## src/rtl/gf180mcu_clkdiv_pkg.sv

```systemverilog
`default_nettype none
// ============================================================================
// Module   : gf180mcu_clkdiv_pkg
// Purpose  : Shared types and constants for the programmable clock divider.
// Revision : 1.0 - initial release
// ============================================================================
package gf180mcu_clkdiv_pkg;

  // Default width of the divide-ratio field
  localparam int DEFAULT_WIDTH = 4;

  // Largest ratio representable at the default width (used by benches)
  localparam int MAX_RATIO = (2 ** DEFAULT_WIDTH) - 1;

  // Divider phase: stopped, output-high phase, output-low phase
  typedef enum logic [1:0] {
    STOP = 2'd0,
    HI   = 2'd1,
    LO   = 2'd2
  } state_t;

endpackage
`default_nettype wire

```

## src/rtl/gf180mcu_clkdiv_ratio_hs.sv

```systemverilog
`default_nettype none
// ============================================================================
// Module   : gf180mcu_clkdiv_ratio_hs
// Purpose  : Pending-ratio holding register and DIV_RDY handshake logic.
//            While the divider runs, an accepted ratio waits here until the
//            top commits it at a low-to-high phase boundary.
// Revision : 1.0 - initial release
// ============================================================================
module gf180mcu_clkdiv_ratio_hs
  import gf180mcu_clkdiv_pkg::*;
#(
  parameter int WIDTH = DEFAULT_WIDTH
) (
  input  logic             clk,
  input  logic             rst,
  input  logic [WIDTH-1:0] i_div,
  input  logic             i_div_vld,
  input  logic             i_running,
  input  logic             i_commit,
  output logic [WIDTH-1:0] o_pnd,
  output logic             o_pv,
  output logic             o_rdy
);

  logic [WIDTH-1:0] r_pnd;
  logic             r_pv;
  logic             r_rdy;
  logic             w_xfer;
  logic             w_capture;
  logic             w_pv_nxt;

  // A commit only happens with pv set, when ready is low, so it can never
  // coincide with a capture; clearing still takes priority for safety.
  assign w_xfer    = i_div_vld & r_rdy;
  assign w_capture = w_xfer & i_running;
  assign w_pv_nxt  = i_commit ? 1'b0 : (w_capture ? 1'b1 : r_pv);

  // Hold the pending ratio; ready is registered as the inverse of next pv
  always_ff @(posedge clk) begin
    if (rst) begin
      r_pnd <= '0;
      r_pv  <= 1'b0;
      r_rdy <= 1'b1;
    end else begin
      if (w_capture) begin
        r_pnd <= i_div;
      end
      r_pv  <= w_pv_nxt;
      r_rdy <= ~w_pv_nxt;
    end
  end

  assign o_pnd = r_pnd;
  assign o_pv  = r_pv;
  assign o_rdy = r_rdy;

endmodule
`default_nettype wire

```

## src/rtl/gf180mcu_fd_sc_mcu9t5v0__clkdiv_prog.sv

```systemverilog
`default_nettype none
// ============================================================================
// Module   : gf180mcu_fd_sc_mcu9t5v0__clkdiv_prog
// Purpose  : Programmable glitch-free clock divider, 50% duty, period
//            2*(ratio+1) source cycles, with run/stop gating. Ratio changes
//            take effect only at a low-to-high boundary.
//            Optional macro GF180MCU_CLKDIV_TICK_EN adds the TICK output.
// Revision : 1.0 - initial release
// ============================================================================
module gf180mcu_fd_sc_mcu9t5v0__clkdiv_prog
  import gf180mcu_clkdiv_pkg::*;
#(
  parameter int WIDTH = DEFAULT_WIDTH
) (
  input  logic             CLK,
  input  logic             RST,
  input  logic             EN,
  input  logic [WIDTH-1:0] DIV,
  input  logic             DIV_VLD,
  output logic             DIV_RDY,
  output logic             Z
`ifdef GF180MCU_CLKDIV_TICK_EN
  ,
  output logic             TICK
`endif
);

  state_t           r_state;
  state_t           w_state_nxt;
  logic [WIDTH-1:0] r_cnt;
  logic [WIDTH-1:0] w_cnt_nxt;
  logic [WIDTH-1:0] r_act;
  logic [WIDTH-1:0] w_act_nxt;
  logic             r_z;
  logic             w_z_nxt;
  logic             w_commit;
  logic             w_phase_end;
  logic             w_running;
  logic             w_xfer;
  logic [WIDTH-1:0] w_pnd;
  logic             w_pv;
  logic             w_rdy;

  assign w_running   = (r_state != STOP);
  assign w_xfer      = DIV_VLD & w_rdy;
  assign w_phase_end = (r_cnt == r_act);

  gf180mcu_clkdiv_ratio_hs #(
    .WIDTH (WIDTH)
  ) u_ratio_hs (
    .clk       (CLK),
    .rst       (RST),
    .i_div     (DIV),
    .i_div_vld (DIV_VLD),
    .i_running (w_running),
    .i_commit  (w_commit),
    .o_pnd     (w_pnd),
    .o_pv      (w_pv),
    .o_rdy     (w_rdy)
  );

  // Next-state, counter, active-ratio and output decode
  always_comb begin
    w_state_nxt = r_state;
    w_cnt_nxt   = r_cnt;
    w_act_nxt   = r_act;
    w_z_nxt     = r_z;
    w_commit    = 1'b0;
    case (r_state)
      STOP: begin
        w_cnt_nxt = '0;
        w_z_nxt   = 1'b0;
        // Stopped: an accepted ratio is applied straight away
        if (w_xfer) begin
          w_act_nxt = DIV;
        end
        if (EN) begin
          w_state_nxt = HI;
          w_z_nxt     = 1'b1;
        end
      end
      HI: begin
        w_z_nxt = 1'b1;
        if (w_phase_end) begin
          w_state_nxt = LO;
          w_cnt_nxt   = '0;
          w_z_nxt     = 1'b0;
        end else begin
          w_cnt_nxt = r_cnt + WIDTH'(1);
        end
      end
      LO: begin
        w_z_nxt = 1'b0;
        if (w_phase_end) begin
          w_cnt_nxt = '0;
          // The pending ratio commits even when the divider is stopping
          if (w_pv) begin
            w_commit  = 1'b1;
            w_act_nxt = w_pnd;
          end
          if (EN) begin
            w_state_nxt = HI;
            w_z_nxt     = 1'b1;
          end else begin
            w_state_nxt = STOP;
          end
        end else begin
          w_cnt_nxt = r_cnt + WIDTH'(1);
        end
      end
      default: begin
        w_state_nxt = STOP;
        w_cnt_nxt   = '0;
        w_z_nxt     = 1'b0;
      end
    endcase
  end

  // State, counter, active ratio and the glitch-free output flop
  always_ff @(posedge CLK) begin
    if (RST) begin
      r_state <= STOP;
      r_cnt   <= '0;
      r_act   <= '0;
      r_z     <= 1'b0;
    end else begin
      r_state <= w_state_nxt;
      r_cnt   <= w_cnt_nxt;
      r_act   <= w_act_nxt;
      r_z     <= w_z_nxt;
    end
  end

  assign Z       = r_z;
  assign DIV_RDY = w_rdy;

`ifdef GF180MCU_CLKDIV_TICK_EN
  logic r_tick;

  // One-cycle pulse in the cycle Z first reads high
  always_ff @(posedge CLK) begin
    if (RST) begin
      r_tick <= 1'b0;
    end else begin
      r_tick <= (w_state_nxt == HI) && (r_state != HI);
    end
  end

  assign TICK = r_tick;
`endif

endmodule
`default_nettype wire

```

## config.mk

```make
export PLATFORM = sky130hd
export DESIGN_NAME = gf180mcu_fd_sc_mcu9t5v0__clkdiv_prog
export DESIGN_NICKNAME = d
export VERILOG_FILES = /design/src/rtl/gf180mcu_clkdiv_pkg.sv /design/src/rtl/gf180mcu_clkdiv_ratio_hs.sv /design/src/rtl/gf180mcu_fd_sc_mcu9t5v0__clkdiv_prog.sv
export SDC_FILE = /design/constraint.sdc
export NUM_CORES = 1
export LEC_CHECK = 0
export BUFFER_PORTS_ARGS = -buffer_cell sky130_fd_sc_hd__buf_2
export CELL_PAD_IN_SITES_DETAIL_PLACEMENT = 1
export CELL_PAD_IN_SITES_GLOBAL_PLACEMENT = 1
export CORE_MARGIN = 5
export CORE_UTILIZATION = 30
export CTS_CLUSTER_SIZE = 30
export DETAILED_ROUTE_END_ITERATION = 8
export PLACE_DENSITY_LB_ADDON = 0.1
export SETUP_SLACK_MARGIN = 0.4
export SYNTH_ARGS = -nofsm -noshare
export SYNTH_HDL_FRONTEND = slang
export SYNTH_SLANG_ARGS = --single-unit
export TNS_END_PERCENT = 30
```

## constraint.sdc

```tcl
create_clock -name CLK -period 2.4 [get_ports CLK]
set_input_delay 0.24 -clock CLK [delete_from_list [all_inputs] [get_ports CLK]]
set_output_delay 0.24 -clock CLK [all_outputs]
set_load 0.01 [all_outputs]
```

== Word level (Yosys, flattened, before mapping) ==
Index checks and enable logic that the tools add are counted.

* Eq/ne operators: 8
* Reduce and logical (&&, ||, !) cells: 7
* Add/subtract/negate cells: 1
* Bitwise logic cells: 4
* Multiplexer cells: 18

{| class="wikitable"
|+ Operators with widths
! kind !! count
|-
| 4-bit 2-to-1 mux || 3
|-
| 1-bit 2-to-1 mux || 9
|-
| 4-bit case mux with 2 select lines || 1
|-
| 2-bit 2-to-1 mux || 3
|-
| 2-bit inequality test, second input constant || 3
|-
| 2-bit case mux with 3 select lines || 1
|-
| 4-bit by 1-bit adder with 4-bit output, second input constant || 1
|-
| 4-bit equality test || 1
|-
| 2-bit by 1-bit inequality test with 1-bit output, second input constant || 2
|-
| 4-bit AND reduction || 1
|-
| 2-bit nonzero test || 2
|-
| 1-bit case mux with 3 select lines || 1
|-
| 3-bit AND reduction || 1
|-
| 3-bit OR reduction || 1
|-
| 1-bit AND || 2
|-
| 2-bit by 1-bit equality test with 1-bit output, second input constant || 1
|-
| 2-bit equality test, second input constant || 1
|-
| 2-bit logical NOT || 1
|-
| 1-bit NOT || 2
|-
| 2-bit OR reduction || 1
|}

* Register bits: 17
* Input bits: 8

== Longest topological paths before layout ==
* Depth in word-level cells: 5
* Gate-level depth with buffers: 7
* Mapped depth without buffers: 6

== Modules after synthesis ==
A second synthesis with hierarchy kept.

* Cells, all modules: 92
* Area total of the unflattened synthesis: 882.1 µm²

{| class="wikitable"
|+ By module, submodules not included
! module !! cells an instance !! sequential area each (µm²) !! area each (µm²) !! times used
|-
| gf180mcu_fd_sc_mcu9t5v0__clkdiv_prog || 69 || 220.2 || 638.1 || 1
|-
| gf180mcu_clkdiv_ratio_hs || 23 || 120.1 || 244.0 || 1
|}

== Worst setup path before layout ==
No wires, ideal clock.

* Kind: register to register
* Start: register r_state[0]
* End: register r_act[0]
* Cell stages (with the launch flop): 7
* Slack: 799 ps
* Data arrival time: 1,463 ps
* Buffers on the path: 1
* Clock period less this slack: 1,601 ps
* Data required time: 2,261 ps
* Path through: dfxtp_1 inv_1 ha_1 clkbuf_2 nor3_1 a21o_2 a211oi_2

* Cells in the longest elaborated chain, start to end: 3

{| class="wikitable"
|+ Ends and longest elaborated chain
! element !! line !! source
|-
| start: declaration || gf180mcu_fd_sc_mcu9t5v0__clkdiv_prog.sv:28 || <nowiki>state_t r_state;</nowiki>
|-
| start signal: assignment || gf180mcu_fd_sc_mcu9t5v0__clkdiv_prog.sv:127 || <nowiki>r_state <= w_state_nxt;</nowiki>
|-
| 2-bit equality test / 2-bit logical NOT (equally long branches) || gf180mcu_fd_sc_mcu9t5v0__clkdiv_prog.sv:69 || <nowiki>case (r_state)</nowiki>
|-
| 2-bit by 1-bit inequality test with 1-bit output (no line), or another cell as far along || -- ||
|-
| 4-bit AND reduction (no line) || -- ||
|-
| end signal: assignment || gf180mcu_fd_sc_mcu9t5v0__clkdiv_prog.sv:129 || <nowiki>r_act <= w_act_nxt;</nowiki>
|-
| end: declaration || gf180mcu_fd_sc_mcu9t5v0__clkdiv_prog.sv:32 || <nowiki>logic [WIDTH-1:0] r_act;</nowiki>
|}

Several ways; a longest one is shown, not always the timed one.
A chain may end at the register's enable or synchronous reset.

== Final worst setup path ==
Ends and elaborated chain as after synthesis.

==> flow_summary_export.csv <==
group,metric,value,unit
global_route,grt_antenna_before_repair,0,
place,placed_cell_area,946,um2
worst_setup_path,crit_start,"r_state[0]",
routing,wl_per_cell,13.5,um
logic_synthesis,yosysTopAreaCellShare,0.389,
logic_synthesis,syn_nets,100,
cts,hold_buffers,0,
finish,drive_gt1_frac,0.247,
global_route,grt_pass1_wl,3030,um
logic_synthesis,synth_largest_area_cell,"dfxtp_1",
worst_setup_path,cp-start-kind,"flop",
routing,drt-vias-per-instance,4.91,
die,die_h,64.0,um
min_path,hold_class,"primary input to flop",
outcome,status,"completed",
global_route,first_global_vias,670,
finish,layoutNonFillerInstCount,128,
timing,fin_skew,10.2,ps
logic_synthesis,synth_seq_cells,17,
finish,final_area,973,um2
logic_synthesis,yosys_warnings,0,
logic_synthesis,avgSynthCellArea,10.2,um2
logic_synthesis,synth_edf_count,0,
cts,insertion_delay,300,ps
global_route,gr-total-overflow,0,
logic_synthesis,synthFlopType,"dfxtp_1",
cts,cts_buffer_depth,2,
power_and_ir_drop,power_density,1040,nW/um2
finish,syn2layout_area_growth,11.3,%
timing,finalSetupViolCount,0,
cts,cts_tree,"done",
finish,layout.nets,112,
cts,clock-sinks,17,
routing,dr.pass1.iters,4,
cts,htreeDepth,1,
worst_setup_path,end_kind,"flop",
die,initial_utilization,0.314,
place,dp_cells,124,
routing,drc_errors,0,
timing,fin_crit_sh,0.757,
worst_setup_path,crit_path_max_fanout,10,
die,ioPinCount,10,
timing,fin_crit,1820,ps
timing,slew_headroom,0.638,
die,fp.dieW,64.0,um
logic_synthesis,ys_types,28,
timing,finalHoldViolCount,0,
die,fp-row-count,19,
cts,cts_resized,0,
worst_setup_path,timing.rr.start,"r_state[0]",
logic_synthesis,synth.cell_area,875,um2
timing,fin_tns_setup,0,ps
global_route,grt_max_degree,17,
logic_synthesis,synth_area_leaders,"dfxtp_1, mux2i_1, ha_1",
global_route,grt.total_usage,0.0958,
power_and_ir_drop,p_total,1.01,mW
finish,antenna_cells,0,
worst_setup_path,rr_endpoint,"r_act[0]",
logic_synthesis,syn_inst,86,
worst_setup_path,path_class,"flop to flop",
min_path,min_to,"u_ratio_hs.o_pnd[2]",
cts,postCtsSetupRepairBufs,0,
timing,rsz0062_at_grt,"no",
finish,utilization,0.350,
cts,cts_buffers,3,
die,dieArea,4100,um2
die,core,2780,um2
worst_setup_path,r2r_slack,580,ps
place,gp_congestion,0.769,
logic_synthesis,seq_area_frac_synth,0.389,
timing,tightest_slew,539,ps
place,dp_hpwl,1360,um
power_and_ir_drop,leakagePower,0.419,nW
place,port_buffers,9,
worst_setup_path,r2r_cells,5,
routing,vias,629,
timing,max_freq,0.550,GHz
run,cap_violations,0,
cts,clk_pin_slew,110,ps
worst_setup_path,worstPathArrival,1990,ps
logic_synthesis,async_flop_share,0,
min_path,min_path_cells,3,
power_and_ir_drop,max-vdd-ir-drop,544,uV
timing,final_max_slew_viol_count,0,
worst_setup_path,cp.required,2570,ps
routing,drtIter0Drc,12,
routing,wirelength,1720,um
min_path,min_from,"DIV[2]",
cts,cts_root_buf,"clkbuf_4",
routing,ant_nets,0,
[power breakdown]
part           total (mW)  internal [mW]  switching (mW)
registers           0.402          0.349          0.0523
logic               0.454          0.204           0.251
clock network       0.155         0.0621          0.0929
total                1.01          0.615           0.396
[placed cells by master (no fill, tap or decap), drive strengths merged]
cell type,count
ha,6
a211oi,8
o31ai,1
nor3,3
o22a,1
and3,1
a21o,1
dfxtp,17
or3b,1
mux2i,9
nor2,9
or3,1
nand2b,3
nand2,3
o221ai,1
nand3,3
xor2,5
a311oi,1
clkbuf,3
nor4,1
inv,4
clkinv,1
xnor2,1
a21oi,2
buf,10
a31oi,1
[through the flow]
stage | hold slack, ps | setup slack, ps
after floorplan | 342 | 799
after detailed placement | 477 | 605
after global placement | 462 | 692
after global routing | 193 | 436
final | 188 | 582
after CTS | 178 | 596
[how the worst max path moves through the flow]
| stage | slack (ps) | to | cells past startpoint |
|---|---|---|---|
| detailed placement | 610 | r_act[3] | 5 |
| floorplan | 800 | r_act[0] | 6 |
| CTS | 600 | r_act[2] | 5 |
| global route | 440 | r_act[0] | 5 |
| global placement | 690 | r_act[3] | 5 |
| finish | 580 | r_act[0] | 5 |
[logic make-up (layout without fill, tap and decap cells)]
family / Yosys count / in the layout / synth area share
multiplexers: 9 / 9 / 0.103
adder cells (fa/ha/maj): 6 / 6 / 0.0858
AO/OA/AOI/OAI: 16 / 16 / 0.166
XOR/XNOR: 6 / 6 / 0.0601
AND/OR/NAND/NOR: 25 / 25 / 0.156
flip-flops: 17 / 17 / 0.389
buffers and inverters: 7 / 18 / 0.0400
[cells in the mapped netlist (2+ instances only)]
cell type,n
inv_1,4
nor3_1,3
a211oi_2,4
nand2b_1,3
nor2_1,9
xor2_1,5
mux2i_1,9
ha_1,6
a21oi_1,2
nand3_1,2
a211oi_1,4
dfxtp_1,17
nand2_1,3
[layout make-up]
cell class	count	area, um2
fill	332	1810
clock buffer	3	22.5
timing repair buffer	10	52.6
multi-input combinational	62	499
clock inverter	1	5.00
sequential	17	340
tap	31	38.8
inverter	4	15.0
[metal layers]
| layer | track usage | part of all wire | up-vias |
|---|---|---|---|
| met2 | 0.149 | 0.46 | 9 |
| met3 | 0.0455 | 0.053 | 4 |
| met1 | 0.112 | 0.47 | 289 |
| li1 | - | - | 327 |
| met4 | 0.0390 | 0.020 | 0 |
| met5 | 0 | 0 | - |
[registers in the layout, summed over array words and instances (netlist names)]
register          flops
u_ratio_hs.o_pv       1
Z                     1
u_ratio_hs.o_pnd      4
r_state               2
u_ratio_hs.o_rdy      1
r_act                 4
r_cnt                 4
[critical path, stage by stage, from the launching register on]
cell and delay [ps]:
dfxtp_1 400, inv_1 100, ha_1 350, nor3_1 530, a21o_2 240, a211oi_2 80
Note: power is estimated with default switching activity, not from simulation.
